[config.mk]
export PLATFORM = sky130hd
export DESIGN_NAME = hba_arbiter_flat
export DESIGN_NICKNAME = d
export VERILOG_FILES = /design/src/rtl/hba_arbiter_if.sv /design/src/rtl/hba_arbiter.sv /design/src/flat_wrapper.sv
export SDC_FILE = /design/constraint.sdc
export NUM_CORES = 1
export LEC_CHECK = 0
export BUFFER_PORTS_ARGS = -buffer_cell sky130_fd_sc_hd__buf_2
export CORE_MARGIN = 2
export CORE_UTILIZATION = 43
export CTS_CLUSTER_DIAMETER = 150
export DETAILED_ROUTE_END_ITERATION = 10
export HOLD_SLACK_MARGIN = 0.1
export PLACE_DENSITY = 0.79
export SYNTH_ARGS = -nofsm -noshare
export SYNTH_HDL_FRONTEND = slang
export SYNTH_SLANG_ARGS = --single-unit
[constraint.sdc]
create_clock -name hba_clk -period 1.9 [get_ports hba_clk]
set_input_delay 0.38 -clock hba_clk [delete_from_list [all_inputs] [get_ports hba_clk]]
set_output_delay 0.38 -clock hba_clk [all_outputs]
set_load 0.05 [all_outputs]
[src/rtl/hba_arbiter_if.sv]
// HBA arbiter bundle: per-master request side plus the shared HBA slave bus.
// Modport master is the arbiter (it masters the HBA bus); modport slave is its environment.
interface hba_arbiter_if #(
  parameter int NUM_MASTERS = 4,
  parameter int DBUS_WIDTH  = 8,
  parameter int ADDR_WIDTH  = 12
);
  logic [NUM_MASTERS-1:0]            master_req;
  logic [NUM_MASTERS-1:0]            master_rnw;
  logic [NUM_MASTERS*ADDR_WIDTH-1:0] master_abus;
  logic [NUM_MASTERS*DBUS_WIDTH-1:0] master_dbus;
  logic [NUM_MASTERS-1:0]            master_grant;
  logic [NUM_MASTERS-1:0]            master_ack;
  logic [DBUS_WIDTH-1:0]             master_rdata;
  logic                              master_err;
  logic                              hba_rnw;
  logic                              hba_select;
  logic [ADDR_WIDTH-1:0]             hba_abus;
  logic [DBUS_WIDTH-1:0]             hba_dbus;
  logic                              hba_xferack;
  logic [DBUS_WIDTH-1:0]             hba_rdbus;

  modport master (
    input  master_req, master_rnw, master_abus, master_dbus, hba_xferack, hba_rdbus,
    output master_grant, master_ack, master_rdata, master_err,
           hba_rnw, hba_select, hba_abus, hba_dbus
  );

  modport slave (
    output master_req, master_rnw, master_abus, master_dbus, hba_xferack, hba_rdbus,
    input  master_grant, master_ack, master_rdata, master_err,
           hba_rnw, hba_select, hba_abus, hba_dbus
  );
endinterface

[src/rtl/hba_arbiter.sv]
// Round-robin arbiter granting one of NUM_MASTERS requesters access to the HBA slave bus.
// Define HBA_ARBITER_TIMEOUT_EN to enable the xferack watchdog (master_err on timeout).
module hba_arbiter #(
  parameter int NUM_MASTERS    = 4,
  parameter int DBUS_WIDTH     = 8,
  parameter int ADDR_WIDTH     = 12,
  parameter int TIMEOUT_CYCLES = 16
) (
  input  logic          hba_clk,
  input  logic          hba_reset,
  hba_arbiter_if.master bus
);
  localparam int OW = $clog2(NUM_MASTERS);

  typedef enum logic [1:0] {IDLE, XFER, RELEASE} state_t;

  state_t                 state_q;
  logic [OW-1:0]          owner_q;
  logic [OW-1:0]          last_owner_q;
  logic [NUM_MASTERS-1:0] grant_q;
  logic [NUM_MASTERS-1:0] ack_q;
  logic [DBUS_WIDTH-1:0]  rdata_q;
  logic                   rnw_q;
  logic                   select_q;
  logic [ADDR_WIDTH-1:0]  abus_q;
  logic [DBUS_WIDTH-1:0]  dbus_q;

  logic                   win_vld;
  logic [OW-1:0]          win_idx;
  logic [OW:0]            rr_sum;
  logic                   sel_rnw;
  logic [ADDR_WIDTH-1:0]  sel_abus;
  logic [DBUS_WIDTH-1:0]  sel_dbus;

  // Scan downward so the candidate closest after last_owner is written last and wins.
  always_comb begin
    win_vld = 1'b0;
    win_idx = '0;
    rr_sum  = '0;
    for (int k = NUM_MASTERS; k >= 1; k--) begin
      rr_sum = {1'b0, last_owner_q} + (OW+1)'(k);
      if (rr_sum >= (OW+1)'(NUM_MASTERS)) rr_sum = rr_sum - (OW+1)'(NUM_MASTERS);
      if (bus.master_req[rr_sum[OW-1:0]]) begin
        win_vld = 1'b1;
        win_idx = rr_sum[OW-1:0];
      end
    end
  end

  always_comb begin
    sel_rnw  = 1'b0;
    sel_abus = '0;
    sel_dbus = '0;
    for (int i = 0; i < NUM_MASTERS; i++) begin
      if (win_idx == OW'(i)) begin
        sel_rnw  = bus.master_rnw[i];
        sel_abus = bus.master_abus[i*ADDR_WIDTH +: ADDR_WIDTH];
        sel_dbus = bus.master_dbus[i*DBUS_WIDTH +: DBUS_WIDTH];
      end
    end
  end

`ifdef HBA_ARBITER_TIMEOUT_EN
  localparam int CW = $clog2(TIMEOUT_CYCLES + 1);
  logic [CW-1:0] cnt_q;
  logic          err_q;
`endif

  always_ff @(posedge hba_clk) begin
    if (!hba_reset) begin
      state_q      <= IDLE;
      owner_q      <= '0;
      last_owner_q <= OW'(NUM_MASTERS - 1);
      grant_q      <= '0;
      ack_q        <= '0;
      rdata_q      <= '0;
      rnw_q        <= 1'b0;
      select_q     <= 1'b0;
      abus_q       <= '0;
      dbus_q       <= '0;
`ifdef HBA_ARBITER_TIMEOUT_EN
      cnt_q        <= '0;
      err_q        <= 1'b0;
`endif
    end else begin
      ack_q <= '0;
`ifdef HBA_ARBITER_TIMEOUT_EN
      err_q <= 1'b0;
`endif
      case (state_q)
        IDLE: begin
          if (win_vld) begin
            state_q  <= XFER;
            owner_q  <= win_idx;
            grant_q  <= NUM_MASTERS'(1) << win_idx;
            select_q <= 1'b1;
            rnw_q    <= sel_rnw;
            abus_q   <= sel_abus;
            dbus_q   <= sel_dbus;
`ifdef HBA_ARBITER_TIMEOUT_EN
            cnt_q    <= '0;
`endif
          end
        end
        XFER: begin
          if (bus.hba_xferack) begin
            if (rnw_q) rdata_q <= bus.hba_rdbus;
            ack_q    <= grant_q;
            select_q <= 1'b0;
            state_q  <= RELEASE;
          end
`ifdef HBA_ARBITER_TIMEOUT_EN
          // Watchdog: abandon the slave and return straight to IDLE with an error ack.
          else if (cnt_q == CW'(TIMEOUT_CYCLES - 1)) begin
            ack_q        <= grant_q;
            err_q        <= 1'b1;
            select_q     <= 1'b0;
            grant_q      <= '0;
            last_owner_q <= owner_q;
            rnw_q        <= 1'b0;
            abus_q       <= '0;
            dbus_q       <= '0;
            state_q      <= IDLE;
          end else begin
            cnt_q <= cnt_q + CW'(1);
          end
`endif
        end
        RELEASE: begin
          // Bus outputs return to zero on leaving so the OR-combined HBA bus stays clean.
          if (!bus.hba_xferack) begin
            grant_q      <= '0;
            last_owner_q <= owner_q;
            rnw_q        <= 1'b0;
            abus_q       <= '0;
            dbus_q       <= '0;
            state_q      <= IDLE;
          end
        end
        default: state_q <= IDLE;
      endcase
    end
  end

  assign bus.master_grant = grant_q;
  assign bus.master_ack   = ack_q;
  assign bus.master_rdata = rdata_q;
  assign bus.hba_rnw      = rnw_q;
  assign bus.hba_select   = select_q;
  assign bus.hba_abus     = abus_q;
  assign bus.hba_dbus     = dbus_q;
`ifdef HBA_ARBITER_TIMEOUT_EN
  assign bus.master_err   = err_q;
`else
  assign bus.master_err   = 1'b0;
`endif

endmodule

[src/flat_wrapper.sv]
// flat-port wrapper written by rule: the top's interface ports become plain ports
module hba_arbiter_flat 
#(
  parameter int NUM_MASTERS    = 4,
  parameter int DBUS_WIDTH     = 8,
  parameter int ADDR_WIDTH     = 12,
  parameter int TIMEOUT_CYCLES = 16
)
  (hba_clk, hba_reset, bus_master_req, bus_master_rnw, bus_master_abus, bus_master_dbus, bus_hba_xferack, bus_hba_rdbus, bus_master_grant, bus_master_ack, bus_master_rdata, bus_master_err, bus_hba_rnw, bus_hba_select, bus_hba_abus, bus_hba_dbus);
  hba_arbiter_if #(.NUM_MASTERS(NUM_MASTERS), .DBUS_WIDTH(DBUS_WIDTH), .ADDR_WIDTH(ADDR_WIDTH)) bus_i ();
  input  logic hba_clk;
  input  logic hba_reset;
  input wire logic [$bits(bus_i.master_req)-1:0] bus_master_req;
  input wire logic [$bits(bus_i.master_rnw)-1:0] bus_master_rnw;
  input wire logic [$bits(bus_i.master_abus)-1:0] bus_master_abus;
  input wire logic [$bits(bus_i.master_dbus)-1:0] bus_master_dbus;
  input wire logic [$bits(bus_i.hba_xferack)-1:0] bus_hba_xferack;
  input wire logic [$bits(bus_i.hba_rdbus)-1:0] bus_hba_rdbus;
  output wire logic [$bits(bus_i.master_grant)-1:0] bus_master_grant;
  output wire logic [$bits(bus_i.master_ack)-1:0] bus_master_ack;
  output wire logic [$bits(bus_i.master_rdata)-1:0] bus_master_rdata;
  output wire logic [$bits(bus_i.master_err)-1:0] bus_master_err;
  output wire logic [$bits(bus_i.hba_rnw)-1:0] bus_hba_rnw;
  output wire logic [$bits(bus_i.hba_select)-1:0] bus_hba_select;
  output wire logic [$bits(bus_i.hba_abus)-1:0] bus_hba_abus;
  output wire logic [$bits(bus_i.hba_dbus)-1:0] bus_hba_dbus;
  assign bus_i.master_req = bus_master_req;
  assign bus_i.master_rnw = bus_master_rnw;
  assign bus_i.master_abus = bus_master_abus;
  assign bus_i.master_dbus = bus_master_dbus;
  assign bus_i.hba_xferack = bus_hba_xferack;
  assign bus_i.hba_rdbus = bus_hba_rdbus;
  assign bus_master_grant = bus_i.master_grant;
  assign bus_master_ack = bus_i.master_ack;
  assign bus_master_rdata = bus_i.master_rdata;
  assign bus_master_err = bus_i.master_err;
  assign bus_hba_rnw = bus_i.hba_rnw;
  assign bus_hba_select = bus_i.hba_select;
  assign bus_hba_abus = bus_i.hba_abus;
  assign bus_hba_dbus = bus_i.hba_dbus;
  hba_arbiter #(.NUM_MASTERS(NUM_MASTERS), .DBUS_WIDTH(DBUS_WIDTH), .ADDR_WIDTH(ADDR_WIDTH), .TIMEOUT_CYCLES(TIMEOUT_CYCLES)) u_core (.hba_clk(hba_clk), .hba_reset(hba_reset), .bus(bus_i));
endmodule
======== Word-level counts from Yosys, hierarchy flattened ========
Index checks and enable logic that the tools add are counted.
storage, ports and cells
  output and inout port bits .............. 39
  bits of input ports ..................... 99
  word-level logic and storage cells ...... 99
  register bits after elaboration ......... 44
cells by class
  bitwise gates (word level) .............. 1
  reductions and logical operators ........ 12
  magnitude comparators ................... 8
  eq/ne operators ......................... 8
  muxes and demuxes ....................... 51
  $add $sub $neg .......................... 8
  shift-type cells ........................ 1
operators with widths
  operator                                                  count
  two-way mux 12 bit                                        6
  two-way mux 8 bit                                         6
  case mux 12 bit (2 select lines)                          1
  two-way mux 2 bit                                         11
  two-way mux 1 bit                                         16
  case mux 8 bit (2 select lines)                           1
  greater-or-equal comparator 3 bit, second input constant  4
  < comparator 2 x 3 -> 1 bit, second input constant        4
  AND reduction 3 bit                                       4
  binary-select mux 1 bit (select 2 bit)                    4
  two-way mux 4 bit                                         2
  case mux 4 bit (2 select lines)                           1
  AND reduction 2 bit                                       4
  subtractor 2 x 1 -> 2 bit, second input constant          4
  adder 2 x 2 -> 3 bit, second input constant               2
  equality test 2 bit, second input constant                3
  case mux 2 bit (3 select lines)                           1
  equality test 2 x 1 -> 1 bit, second input constant       2
  zero test 2 bit                                           2
  != test 2 bit, second input constant                      2
  case mux 1 bit (2 select lines)                           2
  nonzero test 2 bit                                        2
  << shifter 1 x 2 -> 4 bit, first input constant           1
  adder 2 x 1 -> 3 bit, second input constant               1
  other kinds (3)                                           3

======== Longest topological paths before layout ========
  word-level depth ........................ 16
  gate-level depth with buffers ........... 7
  gate-level depth less buffers ........... 5

======== Worst setup path before layout ========
No wires, ideal clock.
  path type ............................... input-to-reg
  start point ............................. in bus_master_req[1]
  end point ............................... reg u_core.dbus_q[2] (netlist: u_core.bus.hba_dbus[2])
  stages on the path ...................... 6
  required time ........................... 1.781 ns
  arrival time ............................ 1.630 ns
  path slack .............................. 0.151 ns
  path through ............................ or2_1 > a311o_1 > buf_6 > mux2_4 > o22ai_1 > o21ai_1
on the way
  word-level cells in the longest chain between the ends .. 13
  elaborated cells on any way between the ends .. 28
ends and longest elaborated chain
  element                                  RTL line            text
  start: declaration                       flat_wrapper.sv:13  input wire logic [$bits(bus_i.master_req)-1:0] bus_master_req;
  binary-select mux 1 bit (select 2 bit)   hba_arbiter.sv:43   if (bus.master_req[rr_sum[OW-1:0]]) begin
  two-way mux 1 bit (implied by the code)  hba_arbiter.sv:43
  two-way mux 2 bit (4 in a row)           hba_arbiter.sv:43
  zero test 2 bit                          hba_arbiter.sv:55   if (win_idx == OW'(i)) begin
  two-way mux 8 bit (4 in a row)           hba_arbiter.sv:55
  two-way mux 8 bit                        hba_arbiter.sv:92   if (win_vld) begin
  case mux 8 bit (2 select lines)          hba_arbiter.sv:90   case (state_q)
  end signal: assignment                   hba_arbiter.sv:99   dbus_q <= sel_dbus;
  end: declaration                         hba_arbiter.sv:26   logic [DBUS_WIDTH-1:0] dbus_q;
Several ways; a longest one is shown, not always the timed one. The select of a mux whose other input is x is not followed.
A chain may end at the register's enable or synchronous reset.

======== Final worst setup path ========
  start point ............................. reg u_core.last_owner_q[1]
  end point ............................... reg u_core.abus_q[11] (netlist: u_core.bus.hba_abus[11])
on the way
  word-level cells in the longest chain between the ends .. 16
  elaborated cells on any way between the ends .. 44
ends and longest elaborated chain
  element                                                                         RTL line            text
  start: declaration                                                              hba_arbiter.sv:19   logic [OW-1:0] last_owner_q;
  start signal: assignment                                                        hba_arbiter.sv:73   last_owner_q <= OW'(NUM_MASTERS - 1);
  start signal: assignment                                                        hba_arbiter.sv:133  last_owner_q <= owner_q;
  adder 2 x 3 -> 3 bit                                                            hba_arbiter.sv:41   rr_sum = {1'b0, last_owner_q} + (OW+1)'(k);
  greater-or-equal comparator 3 bit or subtractor 2 x 1 -> 2 bit (tied branches)  hba_arbiter.sv:42   if (rr_sum >= (OW+1)'(NUM_MASTERS)) rr_sum = rr_sum - (OW+1)'(NUM_MASTERS);
  two-way mux 2 bit                                                               hba_arbiter.sv:42
  binary-select mux 1 bit (select 2 bit)                                          hba_arbiter.sv:43
  two-way mux 1 bit (implied by the code)                                         hba_arbiter.sv:43
  two-way mux 2 bit (4 in a row)                                                  hba_arbiter.sv:43
  zero test 2 bit                                                                 hba_arbiter.sv:55
  two-way mux 12 bit (4 in a row)                                                 hba_arbiter.sv:55
  two-way mux 12 bit                                                              hba_arbiter.sv:92
  case mux 12 bit (2 select lines)                                                hba_arbiter.sv:90
  end signal: assignment                                                          hba_arbiter.sv:98   abus_q <= sel_abus;
  end: declaration                                                                hba_arbiter.sv:25   logic [ADDR_WIDTH-1:0] abus_q;
Several ways; a longest one is shown, not always the timed one. The select of a mux whose other input is x is not followed.

==> impl_metrics.ini <==
[run_status]
outcome = finished, final reports clean

[timing]
period_share = 0.912
finalMaxSlewViolations = 0
rsz0062_at_grt = no
max_freq_ghz = 0.577
setup_viol = 0
hold_viol_final = 0
skew_ns = 0.00610
hold_slack_ns = 0.308
layout_setup_ws_ns = 0.167
min_period_ns = 1.73

[setup_path]
startpoint_type = register
critPathRequiredTime_ns = 2.09
critical_path.max_fanout = 16
end_kind = register
slowest_delay_ns = 0.37
arrival_ns = 1.92
slowest_stage = dfxtp_1
path_cells = nor3b_1 > a311o_1 > buf_4 > mux2_2 > nand3_1 > a31oi_1
crit_type = reg2reg

[die]
die-area_sq_um = 5980
num_rows = 26
die_w_um = 77.4
core_sq_um = 5140
ios = 138
die_h_um = 77.4
start_util = 0.450

[logic_synthesis]
synth_edf_count = 0
synthesis.nets = 384
synth_flop_cell = dfxtp_1
ys_types = 45
avgSynthCellArea_sq_um = 8.12
syn-instance-count = 285
syn-cell-area_sq_um = 2310
ys_warn_count = 0
ys_ff_latch = 44
synthArstFlopShare = 0
synth-seq-area-share = 0.381

[grt]
grt_max_degree = 39
grt.met2_usage = 0.438
grt_pass1_wl_um = 11900
grt_use_met1 = 0.284
antenna_found_initial = 0
grt_most_used_layer = met2
grt-ovfl-total = 0
grt_usage = 0.243
grt_pass1_vias = 2650
grt_use_met3 = 0.0477

[route]
wire_per_inst_um = 14.4
drt_iter0_markers = 95
viasPerCell = 5.49
drc = 0
ant_nets = 0
totalWireLength_um = 7200
vias = 2738
firstDrtPassIters = 4

[placement]
place_area_sq_um = 3180
dp_slack_ns = -0.0165
port_buffers = 136
place_hpwl_um = 5350
gp_congestion = 0.828

[pwr]
p_clk_frac = 0.249
p_leak_nw = 1.54
share_comb_of_total_power = 0.334
switching_share = 0.358
power_switching_uw = 896
peakVddDrop_uv = 401
p_int_mw = 1.61
power.density_nw_per_um2 = 765
power_mw = 2.50
power_frac_seq = 0.417

[layout]
insertedDiodeCount = 0
multi_input_area_sq_um = 1330
final-seq-area_sq_um = 881
final_util = 0.637
final.fill_count = 472
drive_gt1_frac = 0.431
nets = 527
syn_to_final_growth_pct = 41.4
final_cell_area_sq_um = 3270

[worst_hold_path]
holdCritPathClass = in2reg

[cts]
clockRootBuffer = clkbuf_8
clk_pin_slew_ns = 0.08
cts_tree = done
postCtsSetupBuffers = 0
cts_max_level = 2
cts_sinks = 44
clk_latency_ns = 0.30
ctsResizeCount = 0
hold_buffers = 0
cts_buffer_depth = 2
numCtsBuffers = 5

[flow_run]
drv_cap = 0
-- critical path: cells and delay by family, from the launching register on --
kind,cells,cell delay [ns]
AND/OR/NAND/NOR,2,0.39
flip-flops,1,0.37
multiplexers,1,0.35
AO/OA/AOI/OAI,2,0.28
buffers and inverters,1,0.23
-- synth_stat cells, drive strengths merged, types with 5 or more instances --
cell     number  area [sq um]
dfxtp        44           881
nand2        40           150
o21ai        23           115
nor2         21          78.8
clkbuf       18          67.6
nand3        16          80.1
o22ai        16           100
a21oi        12          60.1
mux2         11           135
a2bb2oi       9          78.8
o2bb2ai       9          78.8
a32oi         7          61.3
buf           7          48.8
a31oi         6          37.5
and2          5          31.3
nor2b         5          31.3
-- power by group through the flow --
stage          sequential (mW)  clock (mW)  combinational [mW]
2_1_floorplan             1.28           0               0.333
3_3_place_gp              1.06           0               0.820
3_5_place_dp              1.06           0               0.832
4_1_cts                   1.04       0.637               0.834
5_1_grt                   1.05       0.664               0.900
6_report                  1.04       0.623               0.837
-- registers in the layout (all words and copies together) (netlist names) --
| register | cells |
|---|---|
| u_core.bus.master_rdata | 8 |
| u_core.bus.hba_rnw | 1 |
| u_core.bus.hba_dbus | 8 |
| u_core.bus.hba_abus | 12 |
| u_core.state_q | 2 |
| u_core.bus.hba_select | 1 |
| u_core.bus.master_grant | 4 |
| u_core.bus.master_ack | 4 |
| u_core.last_owner_q | 2 |
| u_core.owner_q | 2 |
-- cell families (layout without fill, tap and decap cells) --
| kind of cell | after synthesis | count (layout) | synth area share |
|---|---|---|---|
| xor+xnor | 1 | 1 | 0.00379 |
| buf+inv | 26 | 170 | 0.0519 |
| compound gates | 93 | 93 | 0.269 |
| other cells | 1 | 1 | 0.00162 |
| mux | 14 | 14 | 0.0714 |
| flops | 44 | 44 | 0.381 |
| simple gates | 106 | 106 | 0.221 |
-- metrics by stage --
stage / TNS, ns / std cells
after floorplan: 0 / 285
after global placement: 0 / 491
after detailed placement: -0.0165 / 491
after CTS: 0 / 499
after global routing: 0 / 499
final: 0 / 499
-- final timing paths --
check | startpoint | to | slack, ns | cells after the start
worst max-delay path | u_core.last_owner_q[1] | u_core.bus.hba_abus[11] | 0.17 | 6
worst min-delay path | bus_hba_rdbus[6] | u_core.bus.master_rdata[6] | 0.31 | 3
worst max register to register | u_core.last_owner_q[1] | u_core.bus.hba_abus[11] | 0.17 | 6
worst min register to register | u_core.bus.master_rdata[4] | u_core.bus.master_rdata[4] | 0.45 | 2
-- cell usage in the layout, fill, tap and decap left out, types with 2 or more instances in the layout --
| master | n |
|---|---|
| nand2_1 | 40 |
| a21oi_1 | 12 |
| buf_2 | 136 |
| o211ai_1 | 2 |
| a21boi_0 | 2 |
| mux2_4 | 3 |
| a2bb2oi_1 | 9 |
| mux2_2 | 8 |
| o22ai_1 | 16 |
| nor2b_1 | 5 |
| dfxtp_1 | 44 |
| clkbuf_8 | 6 |
| o2bb2ai_1 | 9 |
| nor2_1 | 21 |
| nand2b_1 | 4 |
| nor4_2 | 2 |
| buf_4 | 24 |
| and2_1 | 5 |
| o21ai_1 | 4 |
| a32oi_1 | 7 |
| a31oi_1 | 6 |
| nand3_1 | 16 |
| nor3_1 | 2 |
| o21ai_0 | 19 |
| mux2i_1 | 3 |
| and3_1 | 3 |
-- routing by layer --
metal / share of wire / routed length, um
met1: 0.42 / 3000
met2: 0.50 / 3590
met3: 0.071 / 514
met4: 0.015 / 105
met5: 0 / 0
-- final cells by class --
type | instances | share of cell area
Sequential cell | 44 | 0.269
Multi-Input combinational cell | 215 | 0.405
Clock buffer | 7 | 0.0264
Clock inverter | 1 | 0.00229
Tap cell | 70 | 0.0268
Timing Repair Buffer | 161 | 0.269
Inverter | 1 | 0.00115
No activity file was read; power rests on OpenSTA's default activity.
